### config.mk
export PLATFORM = sky130hd
export DESIGN_NAME = neuron_accumulator_flat
export DESIGN_NICKNAME = d
export VERILOG_FILES = /design/src/rtl/neuron_accumulator_if.sv /design/src/rtl/neuron_accumulator.sv /design/src/flat_wrapper.sv
export SDC_FILE = /design/constraint.sdc
export NUM_CORES = 1
export LEC_CHECK = 0
export ABC_AREA = 1
export CELL_PAD_IN_SITES_DETAIL_PLACEMENT = 1
export CELL_PAD_IN_SITES_GLOBAL_PLACEMENT = 2
export CORE_UTILIZATION = 41
export CTS_CLUSTER_SIZE = 14
export DETAILED_ROUTE_END_ITERATION = 7
export DONT_BUFFER_PORTS = 1
export GPL_TIMING_DRIVEN = 0
export PLACE_DENSITY_LB_ADDON = 0.3
export SETUP_SLACK_MARGIN = 0.4
export SLEW_MARGIN = 10
export SYNTH_ARGS = -nofsm -noshare
export SYNTH_HDL_FRONTEND = slang
export SYNTH_SLANG_ARGS = --single-unit
export TNS_END_PERCENT = 20
### constraint.sdc
create_clock -name clk -period 15.4 [get_ports clk]
set_input_delay 2.31 -clock clk [delete_from_list [all_inputs] [get_ports clk]]
set_output_delay 2.31 -clock clk [all_outputs]
set_load 0.03 [all_outputs]
### src/rtl/neuron_accumulator_if.sv
// rtl/neuron_accumulator_if.sv - operand, control and result signals of the neuron accumulator
interface neuron_accumulator_if #(
    parameter int Q_INT  = 8,
    parameter int Q_FRAC = 8,
    parameter int LEN_W  = 8,
    parameter int MASK_W = 2
);
    localparam int DW = Q_INT + Q_FRAC;

    logic              start;
    logic [LEN_W-1:0]  len;
    logic [DW-1:0]     bias;
    logic [MASK_W-1:0] mask_in;
    logic              bypass_in;
    logic              in_valid;
    logic              in_ready;
    logic [DW-1:0]     in_x;
    logic [DW-1:0]     in_w;
    logic              out_valid;
    logic              out_ready;
    logic [DW-1:0]     out_x;
    logic [MASK_W-1:0] out_mask;
    logic              out_bypass;
    logic              out_sat;
    logic              busy;

    modport master (
        output start, len, bias, mask_in, bypass_in, in_valid, in_x, in_w, out_ready,
        input  in_ready, out_valid, out_x, out_mask, out_bypass, out_sat, busy
    );

    modport slave (
        input  start, len, bias, mask_in, bypass_in, in_valid, in_x, in_w, out_ready,
        output in_ready, out_valid, out_x, out_mask, out_bypass, out_sat, busy
    );
endinterface

### src/rtl/neuron_accumulator.sv
// rtl/neuron_accumulator.sv - fixed-point multiply-accumulate neuron with saturating result stage
// Define NEURON_ACC_ROUND_EN to round half up before the fraction shift; default truncates.
module neuron_accumulator #(
    parameter int Q_INT     = 8,
    parameter int Q_FRAC    = 8,
    parameter int LEN_W     = 8,
    parameter int ACC_GUARD = 8,
    parameter int MASK_W    = 2
) (
    input  logic                clk,
    input  logic                rst_n,
    neuron_accumulator_if.slave bus
);
    localparam int DW = Q_INT + Q_FRAC;
    localparam int PW = 2 * DW;
    localparam int AW = PW + ACC_GUARD;

    localparam logic signed [AW-1:0] RES_MAX = {{(AW-DW+1){1'b0}}, {(DW-1){1'b1}}};
    localparam logic signed [AW-1:0] RES_MIN = {{(AW-DW+1){1'b1}}, {(DW-1){1'b0}}};
`ifdef NEURON_ACC_ROUND_EN
    localparam logic signed [AW-1:0] RND_K = AW'(1) <<< (Q_FRAC - 1);
`else
    localparam logic signed [AW-1:0] RND_K = '0;
`endif

    typedef enum logic [1:0] {S_IDLE, S_ACCUM, S_DRAIN, S_OUT} state_t;
    state_t r_state, w_next;

    logic [LEN_W-1:0]     r_remain;
    logic signed [PW-1:0] r_prod;
    logic                 r_prod_vld;
    logic signed [AW-1:0] r_acc;
    logic [MASK_W-1:0]    r_mask;
    logic                 r_bypass;
    logic [DW-1:0]        r_stage_x;
    logic                 r_stage_sat;
    logic                 r_stage_vld;
    logic [DW-1:0]        r_out_x;
    logic [MASK_W-1:0]    r_out_mask;
    logic                 r_out_bypass;
    logic                 r_out_sat;

    logic                 w_in_ready;
    logic                 w_xfer;
    logic                 w_load_out;
    logic                 w_stage_en;
    logic signed [DW-1:0] w_x;
    logic signed [DW-1:0] w_w;
    logic signed [DW-1:0] w_bias;
    logic signed [PW-1:0] w_prod;
    logic signed [AW-1:0] w_rnd;
    logic signed [AW-1:0] w_shift;
    logic [DW-1:0]        w_res_x;
    logic                 w_res_sat;

    assign w_x    = bus.in_x;
    assign w_w    = bus.in_w;
    assign w_bias = bus.bias;
    assign w_prod = PW'(w_x) * PW'(w_w);
    assign w_xfer = bus.in_valid && w_in_ready;

    // Result is staged one cycle ahead of the output register so the
    // round/shift/clamp path never feeds the handshake outputs directly.
    assign w_stage_en = (r_state == S_DRAIN) && !r_prod_vld && !r_stage_vld;

    always_comb begin
        w_rnd     = r_acc + RND_K;
        w_shift   = w_rnd >>> Q_FRAC;
        w_res_x   = w_shift[DW-1:0];
        w_res_sat = 1'b1;
        if (w_shift > RES_MAX) begin
            w_res_x = RES_MAX[DW-1:0];
        end else if (w_shift < RES_MIN) begin
            w_res_x = RES_MIN[DW-1:0];
        end else begin
            w_res_sat = 1'b0;
        end
    end

    always_ff @(posedge clk) begin
        if (!rst_n) begin
            r_state <= S_IDLE;
        end else begin
            r_state <= w_next;
        end
    end

    always_comb begin
        w_next     = r_state;
        w_in_ready = 1'b0;
        w_load_out = 1'b0;
        case (r_state)
            S_IDLE: begin
                if (bus.start) begin
                    w_next = (bus.len != '0) ? S_ACCUM : S_DRAIN;
                end
            end
            S_ACCUM: begin
                w_in_ready = (r_remain != '0);
                if (w_xfer && (r_remain == LEN_W'(1))) begin
                    w_next = S_DRAIN;
                end
            end
            S_DRAIN: begin
                if (r_stage_vld) begin
                    w_load_out = 1'b1;
                    w_next     = S_OUT;
                end
            end
            S_OUT: begin
                if (bus.out_ready) begin
                    w_next = S_IDLE;
                end
            end
            default: w_next = S_IDLE;
        endcase
    end

    always_ff @(posedge clk) begin
        if (!rst_n) begin
            r_remain     <= '0;
            r_prod       <= '0;
            r_prod_vld   <= 1'b0;
            r_acc        <= '0;
            r_mask       <= '0;
            r_bypass     <= 1'b0;
            r_stage_x    <= '0;
            r_stage_sat  <= 1'b0;
            r_stage_vld  <= 1'b0;
            r_out_x      <= '0;
            r_out_mask   <= '0;
            r_out_bypass <= 1'b0;
            r_out_sat    <= 1'b0;
        end else begin
            r_prod_vld <= w_xfer;
            if (w_xfer) begin
                r_prod   <= w_prod;
                r_remain <= r_remain - LEN_W'(1);
            end
            if (r_prod_vld) begin
                r_acc <= r_acc + AW'(r_prod);
            end
            if (w_stage_en) begin
                r_stage_x   <= w_res_x;
                r_stage_sat <= w_res_sat;
                r_stage_vld <= 1'b1;
            end
            if (w_load_out) begin
                r_out_x      <= r_stage_x;
                r_out_sat    <= r_stage_sat;
                r_out_mask   <= r_mask;
                r_out_bypass <= r_bypass;
                r_stage_vld  <= 1'b0;
            end
            // Bias enters the accumulator already aligned to the product's 2*Q_FRAC fraction.
            if ((r_state == S_IDLE) && bus.start) begin
                r_acc       <= AW'(w_bias) <<< Q_FRAC;
                r_remain    <= bus.len;
                r_mask      <= bus.mask_in;
                r_bypass    <= bus.bypass_in;
                r_prod_vld  <= 1'b0;
                r_stage_vld <= 1'b0;
                r_stage_sat <= 1'b0;
                r_out_sat   <= 1'b0;
            end
        end
    end

    assign bus.in_ready   = w_in_ready;
    assign bus.out_valid  = (r_state == S_OUT);
    assign bus.busy       = (r_state != S_IDLE);
    assign bus.out_x      = r_out_x;
    assign bus.out_mask   = r_out_mask;
    assign bus.out_bypass = r_out_bypass;
    assign bus.out_sat    = r_out_sat;
endmodule

### src/flat_wrapper.sv
// flat-port wrapper written by rule: the top's interface ports become plain ports
module neuron_accumulator_flat 
#(
    parameter int Q_INT     = 8,
    parameter int Q_FRAC    = 8,
    parameter int LEN_W     = 8,
    parameter int ACC_GUARD = 8,
    parameter int MASK_W    = 2
)
  (clk, rst_n, bus_start, bus_len, bus_bias, bus_mask_in, bus_bypass_in, bus_in_valid, bus_in_x, bus_in_w, bus_out_ready, bus_in_ready, bus_out_valid, bus_out_x, bus_out_mask, bus_out_bypass, bus_out_sat, bus_busy);
  neuron_accumulator_if #(.Q_INT(Q_INT), .Q_FRAC(Q_FRAC), .LEN_W(LEN_W), .MASK_W(MASK_W)) bus_i ();
  input  logic clk;
  input  logic rst_n;
  input wire logic [$bits(bus_i.start)-1:0] bus_start;
  input wire logic [$bits(bus_i.len)-1:0] bus_len;
  input wire logic [$bits(bus_i.bias)-1:0] bus_bias;
  input wire logic [$bits(bus_i.mask_in)-1:0] bus_mask_in;
  input wire logic [$bits(bus_i.bypass_in)-1:0] bus_bypass_in;
  input wire logic [$bits(bus_i.in_valid)-1:0] bus_in_valid;
  input wire logic [$bits(bus_i.in_x)-1:0] bus_in_x;
  input wire logic [$bits(bus_i.in_w)-1:0] bus_in_w;
  input wire logic [$bits(bus_i.out_ready)-1:0] bus_out_ready;
  output wire logic [$bits(bus_i.in_ready)-1:0] bus_in_ready;
  output wire logic [$bits(bus_i.out_valid)-1:0] bus_out_valid;
  output wire logic [$bits(bus_i.out_x)-1:0] bus_out_x;
  output wire logic [$bits(bus_i.out_mask)-1:0] bus_out_mask;
  output wire logic [$bits(bus_i.out_bypass)-1:0] bus_out_bypass;
  output wire logic [$bits(bus_i.out_sat)-1:0] bus_out_sat;
  output wire logic [$bits(bus_i.busy)-1:0] bus_busy;
  assign bus_i.start = bus_start;
  assign bus_i.len = bus_len;
  assign bus_i.bias = bus_bias;
  assign bus_i.mask_in = bus_mask_in;
  assign bus_i.bypass_in = bus_bypass_in;
  assign bus_i.in_valid = bus_in_valid;
  assign bus_i.in_x = bus_in_x;
  assign bus_i.in_w = bus_in_w;
  assign bus_i.out_ready = bus_out_ready;
  assign bus_in_ready = bus_i.in_ready;
  assign bus_out_valid = bus_i.out_valid;
  assign bus_out_x = bus_i.out_x;
  assign bus_out_mask = bus_i.out_mask;
  assign bus_out_bypass = bus_i.out_bypass;
  assign bus_out_sat = bus_i.out_sat;
  assign bus_busy = bus_i.busy;
  neuron_accumulator #(.Q_INT(Q_INT), .Q_FRAC(Q_FRAC), .LEN_W(LEN_W), .ACC_GUARD(ACC_GUARD), .MASK_W(MASK_W)) u_core (.clk(clk), .rst_n(rst_n), .bus(bus_i));
endmodule
* Yosys cells after proc, flatten, opt, wreduce, memory -nomap -nowiden
Index checks and enable logic that the tools add are counted.
** Storage, ports and cells
- Register bits after elaboration :: 124
- Bits of input ports :: 64
- Output and inout port bits :: 23
- Word-level logic and storage cells :: 62
** Cells by class
- Add/sub/neg operators :: 2
- Multipliers :: 1
- Order comparisons :: 2
- Eq/ne operators :: 8
- Muxes and demuxes :: 17
- Bitwise gates (word level) :: 1
- Reductions and logical operators :: 16
** Operators with widths (number)
- 2-to-1 mux 40 bit :: 2
- adder 40 x 32 -> 40 bit :: 1
- > comparator 32 x 16 -> 1 bit (second input constant) :: 1
- < comparator 32 x 16 -> 1 bit (second input constant) :: 1
- multiplier 16 x 16 -> 32 bit :: 1
- 2-to-1 mux 16 bit :: 2
- 2-to-1 mux 8 bit :: 2
- nonzero test 8 bit :: 2
- 2-to-1 mux 2 bit :: 5
- == test 8 x 1 -> 1 bit (second input constant) :: 1
- case mux 2 bit (4 select lines) :: 1
- subtractor 8 x 1 -> 8 bit (second input constant) :: 1
- nonzero test 2 bit :: 3
- logical AND 1 bit :: 5
- 2-to-1 mux 1 bit :: 5
- == test 2 bit (second input constant) :: 2
- inequality test 2 x 1 -> 1 bit (second input constant) :: 2
- inequality test 2 bit (second input constant) :: 2
- AND reduction 4 bit :: 1
- OR reduction 3 bit :: 1
- == test 2 x 1 -> 1 bit (second input constant) :: 1
- zero test 1 bit :: 2
- zero test 2 bit :: 1
- OR reduction 2 bit :: 1
- inverter 1 bit :: 1

* Depth between registers and ports, before layout
- Depth in word-level cells :: 6
- Gate-level depth with buffers :: 29
- Mapped depth without buffers :: 27

* Least setup slack after synthesis
Ideal clock, no wire load.
- Path type :: input port to flip-flop
- Start point :: input port bus_in_w[5]
- End point :: register u_core.r_prod[31]
- Library setup time :: 0.109 ns
- Arrival :: 7.874 ns
- Required time :: 15.291 ns
- Setup slack :: 7.417 ns
- Stages on the path :: 27
- Buffers on the path :: 2
- Cell sequence :: clkbuf_1 > clkbuf_1 > nand2_1 > fa_1 > inv_1 > fa_1 > inv_1 > fa_1 > inv_1 > fa_1 > fa_1 > inv_1 > fa_1 > inv_1 > ha_1 > nand2_1 > nor2_1 > inv_1 > nor2_1 > and3_1 > nand2_1 > inv_1 > nor2_1 > nand2_1 > nand3_1 > nand2_1 > inv_1
** Between the ends
- Word-level cells in the longest chain between the ends :: 1
** Ends and longest elaborated chain
- from (decl) :: RTL line flat_wrapper.sv:21 : input wire logic [$bits(bus_i.in_w)-1:0] bus_in_w;
- multiplier 16 x 16 -> 32 bit :: RTL line neuron_accumulator.sv:59 : assign w_prod = PW'(w_x) * PW'(w_w);
- to (signal assigned) :: RTL line neuron_accumulator.sv:137 : r_prod <= w_prod;
- to (decl) :: RTL line neuron_accumulator.sv:30 : logic signed [PW-1:0] r_prod;
Every way passes these cells.
A chain may end at the register's enable or synchronous reset.

* Worst setup path after layout
- Start point :: input port bus_in_w[5]
- End point :: register u_core.r_prod[26]
Same word-level chain as after synthesis.

==> run summary <==
The area enclosed by the die boundary came out at 0.04740 sq mm. Setup violations remaining at the end of the flow were counted as 0. The number of buffers inserted by post-CTS setup repair is 0. After synthesis, the mean cell area works out to just under 7 sq um. The via-per-instance ratio is slightly above 5. The placement row count is 78. The net count after synthesis came out at between 3000 and 4000.

The count of boundary I/O pins came out at 87. The root cell of the clock tree is sky130_fd_sc_hd__clkbuf_16. The leftover overflow at the end of global routing came out at 0.

The clock net sink count is 124. For this block, the routed nets add up to 65180 um of wire. The global-route wire length before repair is 103800 um. The tightest hold path in the finished design has a slack of 0.4695 ns. sky130_fd_sc_hd__fa_1 takes more of the synthesized area than any other cell.

The sequential share of the synthesized area is 13.01%. The maximum number of pins on one net before global-route repair is 17. The number of antenna violations at the first check in global routing is 0. In this run the most critical hold path is launched from u_core.r_stage_x[8]$_SDFFE_PN0P_. The share of Yosys cell area claimed by the top area cell type came out at 27.60%.

The launch instance of the worst register-to-register path is u_core.r_prod[0]$_SDFFE_PN0P_. For the worst-skew pair, the clock arrives at the later sink with an insertion delay of 0.45 ns. The path class of the tightest hold or removal check is reg2reg. The critical path required time is 15.74 ns.

The starting density of the core came out at between 40% and 50%. During synthesis, Yosys emitted a total of 0 warnings. Yosys attributes the largest share of cell area to sky130_fd_sc_hd__fa_1, sky130_fd_sc_hd__nand2_1, sky130_fd_sc_hd__inv_1. The first TritonRoute pass finished after 5 iterations.

For the pin with the worst max-slew slack, the measured transition is 0.9505 ns. For hold timing, the worst endpoint is u_core.r_stage_x[8]$_SDFFE_PN0P_. The die height is 217.7 um. In this run, distinct cell masters in the synthesized netlist total 50.

The post-CTS clock slew at the launch and capture registers of the worst setup and hold paths came out at 0.06 ns. The fraction of layout cells with a size suffix above 1 came out at under 10%. The hold violation count in the final report was 0. For the final database, setup skew stands at ~0.011 ns. In this run the register-to-register setup slack is 12.43 ns.

The number of cells after detailed placement came out at 3365. The number of buffers inserted for hold repair after clock tree synthesis came out at 0. The remaining antenna violation count after routing came out at 0. The number of design-rule violations left by the first detailed-router iteration is about 780.

The sum of negative setup slack came out at 0 ns. At the worst endpoint, the arrival time is 9.06 ns. The final worst-path cycle share is 56.61%. The final max-slew violation count came out at 0.

The area growth from synthesis to layout came out at 7.234%. The number of maximum-capacitance constraint violations came out at 0. The residual DRC count is 0. The number of I/O port buffers came out at 0. The tightest slew margin relative to the limit came out at a little over a third. Along the worst hold path, the cell count comes to 2. After clock tree synthesis, the repair step resized 0 gates. The global router's overall resource usage came out at 28.82%. The total via count after detailed routing came out at 17070. The x dimension of the die is roughly 220 um. The number of buffers added by the clock tree synthesis step came out at 17. The most common cell after layout, fill and taps aside is sky130_fd_sc_hd__nand2_1. The cell count after synthesis is 2765.

The fraction of registers with async set/reset is 0%. The finished layout holds about 3400 standard cells, fillers aside. The logic depth of the worst register-to-register path came out at 14. The number of inserted filler cells in the final layout is 5945. The number of diodes added for antenna fixing is 0.

The upper clock frequency limit came out at 114.7 MHz. The routed design could run at a clock period as short as 8.717 ns. The category of the worst setup path launch point is an input pin. In this run the worst path has a maximum fanout of 10.

Dividing the detail-routed wire length by the instance count gives 19.19 um. The end of the worst register-to-register path is u_core.r_acc[30]$_SDFFE_PN0P_. The maximum number of buffers from clock root to sink came out at 2. The number of flip-flops and latches in the synthesized netlist is approximately 120. Summing every instance area after synthesis gives 0.01908 sq mm. The final layout net count came out at 3240. TritonCTS built the clock tree.

The element type at the critical path end is a register. For this run, the leading register cell type out of synthesis is sky130_fd_sc_hd__dfxtp_1. Detailed placement ended at an HPWL of approximately 57000 um.

The H-tree depth came out at 4. The weighted congestion reported at the end of routability-driven placement came out at 0.9193. The number of flops mapped to enable cells by yosys came out at 0. Setup repair after global routing left no endpoint under its margin. In the layout the commonest cells are sky130_fd_sc_hd__nand2_1, sky130_fd_sc_hd__inv_1, sky130_fd_sc_hd__fa_1.

The setup path with the least slack is of type in2reg. The run finished with clean final reports. After floorplanning, the core was sized to cover 0.04567 sq mm. The via count of the first global-routing pass was between 15000 and 20000.
-- per-layer routing --
| metal | vias up | track usage, % | part of all wire [%] |
|---|---|---|---|
| li1 | 8227 | - | - |
| met1 | 8510 | 33.90 | 42 |
| met2 | 235 | 53.43 | 51 |
| met3 | 101 | 2.664 | 2.5 |
| met4 | 0 | 11.46 | 3.9 |
| met5 | - | 0 | 0 |
-- critical path, cell delays in order --
cell and delay, ns:
sky130_fd_sc_hd__clkbuf_1 0.34, sky130_fd_sc_hd__clkbuf_1 0.62, sky130_fd_sc_hd__nand2_1 0.27, sky130_fd_sc_hd__fa_1 0.63, sky130_fd_sc_hd__inv_1 0.08, sky130_fd_sc_hd__fa_1 0.85, sky130_fd_sc_hd__inv_1 0.18, sky130_fd_sc_hd__fa_1 0.56
sky130_fd_sc_hd__inv_1 0.05, sky130_fd_sc_hd__fa_1 0.46, sky130_fd_sc_hd__fa_1 0.55, sky130_fd_sc_hd__inv_1 0.06, sky130_fd_sc_hd__fa_1 0.54, sky130_fd_sc_hd__inv_1 0.05, sky130_fd_sc_hd__ha_1 0.36, sky130_fd_sc_hd__nand2_1 0.14
sky130_fd_sc_hd__nor2_1 0.14, sky130_fd_sc_hd__inv_1 0.08, sky130_fd_sc_hd__nor3_1 0.21, sky130_fd_sc_hd__o21ai_0 0.22, sky130_fd_sc_hd__nand4_1 0.14, sky130_fd_sc_hd__nand3_1 0.10, sky130_fd_sc_hd__nand2_1 0.07, sky130_fd_sc_hd__inv_1 0.05
-- sequential cells by signal, indices dropped and copies added (netlist names), 2 cells and up --
register             count
u_core.bus.out_mask      2
u_core.r_acc            40
u_core.r_mask            2
u_core.r_state           2
u_core.r_prod           32
u_core.bus.out_x        16
u_core.r_stage_x        16
u_core.r_remain          8
-- layout make-up --
cell class	instances	area [sq um]	share of cell area (%)
clock buffers	17	425.4	2.079
clock inverters	15	203.9	0.9969
inverters	704	2644	12.92
flip-flops and latches	124	2482	12.13
multi-input cells	1844	13550	66.25
plain buffers	93	399.1	1.951
well taps	600	750.7	3.669
-- synthesized netlist by cell type (7+ instances only) --
master,n
sky130_fd_sc_hd__nand2_2,22
sky130_fd_sc_hd__nor2_2,15
sky130_fd_sc_hd__o21a_1,14
sky130_fd_sc_hd__nand2_1,749
sky130_fd_sc_hd__nand4_1,26
sky130_fd_sc_hd__a21oi_1,113
sky130_fd_sc_hd__dfxtp_1,124
sky130_fd_sc_hd__nor2_4,7
sky130_fd_sc_hd__or2_2,7
sky130_fd_sc_hd__clkbuf_1,77
sky130_fd_sc_hd__a21boi_0,9
sky130_fd_sc_hd__xor2_1,22
sky130_fd_sc_hd__nand3b_1,10
sky130_fd_sc_hd__nor2_1,169
sky130_fd_sc_hd__o21ai_0,100
sky130_fd_sc_hd__nor3_1,12
sky130_fd_sc_hd__inv_1,689
sky130_fd_sc_hd__o21ai_1,7
sky130_fd_sc_hd__ha_1,129
sky130_fd_sc_hd__a21oi_2,8
sky130_fd_sc_hd__nand3_1,86
sky130_fd_sc_hd__inv_2,11
sky130_fd_sc_hd__fa_1,263
sky130_fd_sc_hd__buf_2,7
sky130_fd_sc_hd__a31oi_1,11
sky130_fd_sc_hd__o21bai_1,15
sky130_fd_sc_hd__xnor2_1,9
-- cell families (layout without fill, tap and decap cells) --
kind of cell / after synthesis / count (layout) / synth area share (%)
compound gates: 291 / 291 / 8.604
simple gates: 1130 / 1130 / 24.95
flops: 124 / 124 / 13.01
fa+ha+maj: 392 / 392 / 36.06
xor+xnor: 31 / 31 / 1.423
buf+inv: 797 / 829 / 15.95
-- worst max-delay path by stage --
stage	from	endpoint	depth (start not counted)
after global placement	bus_in_w[5]	u_core.r_prod[31]$_SDFFE_PN0P_	27
final	bus_in_w[5]	u_core.r_prod[26]$_SDFFE_PN0P_	24
after detailed placement	bus_in_w[5]	u_core.r_prod[31]$_SDFFE_PN0P_	27
after global routing	bus_in_w[5]	u_core.r_prod[26]$_SDFFE_PN0P_	25
after CTS	bus_in_w[5]	u_core.r_prod[31]$_SDFFE_PN0P_	27
after floorplan	bus_in_w[5]	u_core.r_prod[31]$_SDFFE_PN0P_	27
-- through the flow --
stage	area [sq um]	setup slack (ns)	util [%]
3_3_place_gp	19830	6.246	43.41
6_report	20460	6.683	44.79
3_5_place_dp	19830	6.151	43.41
4_1_cts	20460	6.605	44.79
2_1_floorplan	19080	7.417	-
5_1_grt	20460	6.131	44.79
Power is left out: the tool's default activity adds up to more than one toggle a clock period on the data nets, which glitch-free logic cannot reach.
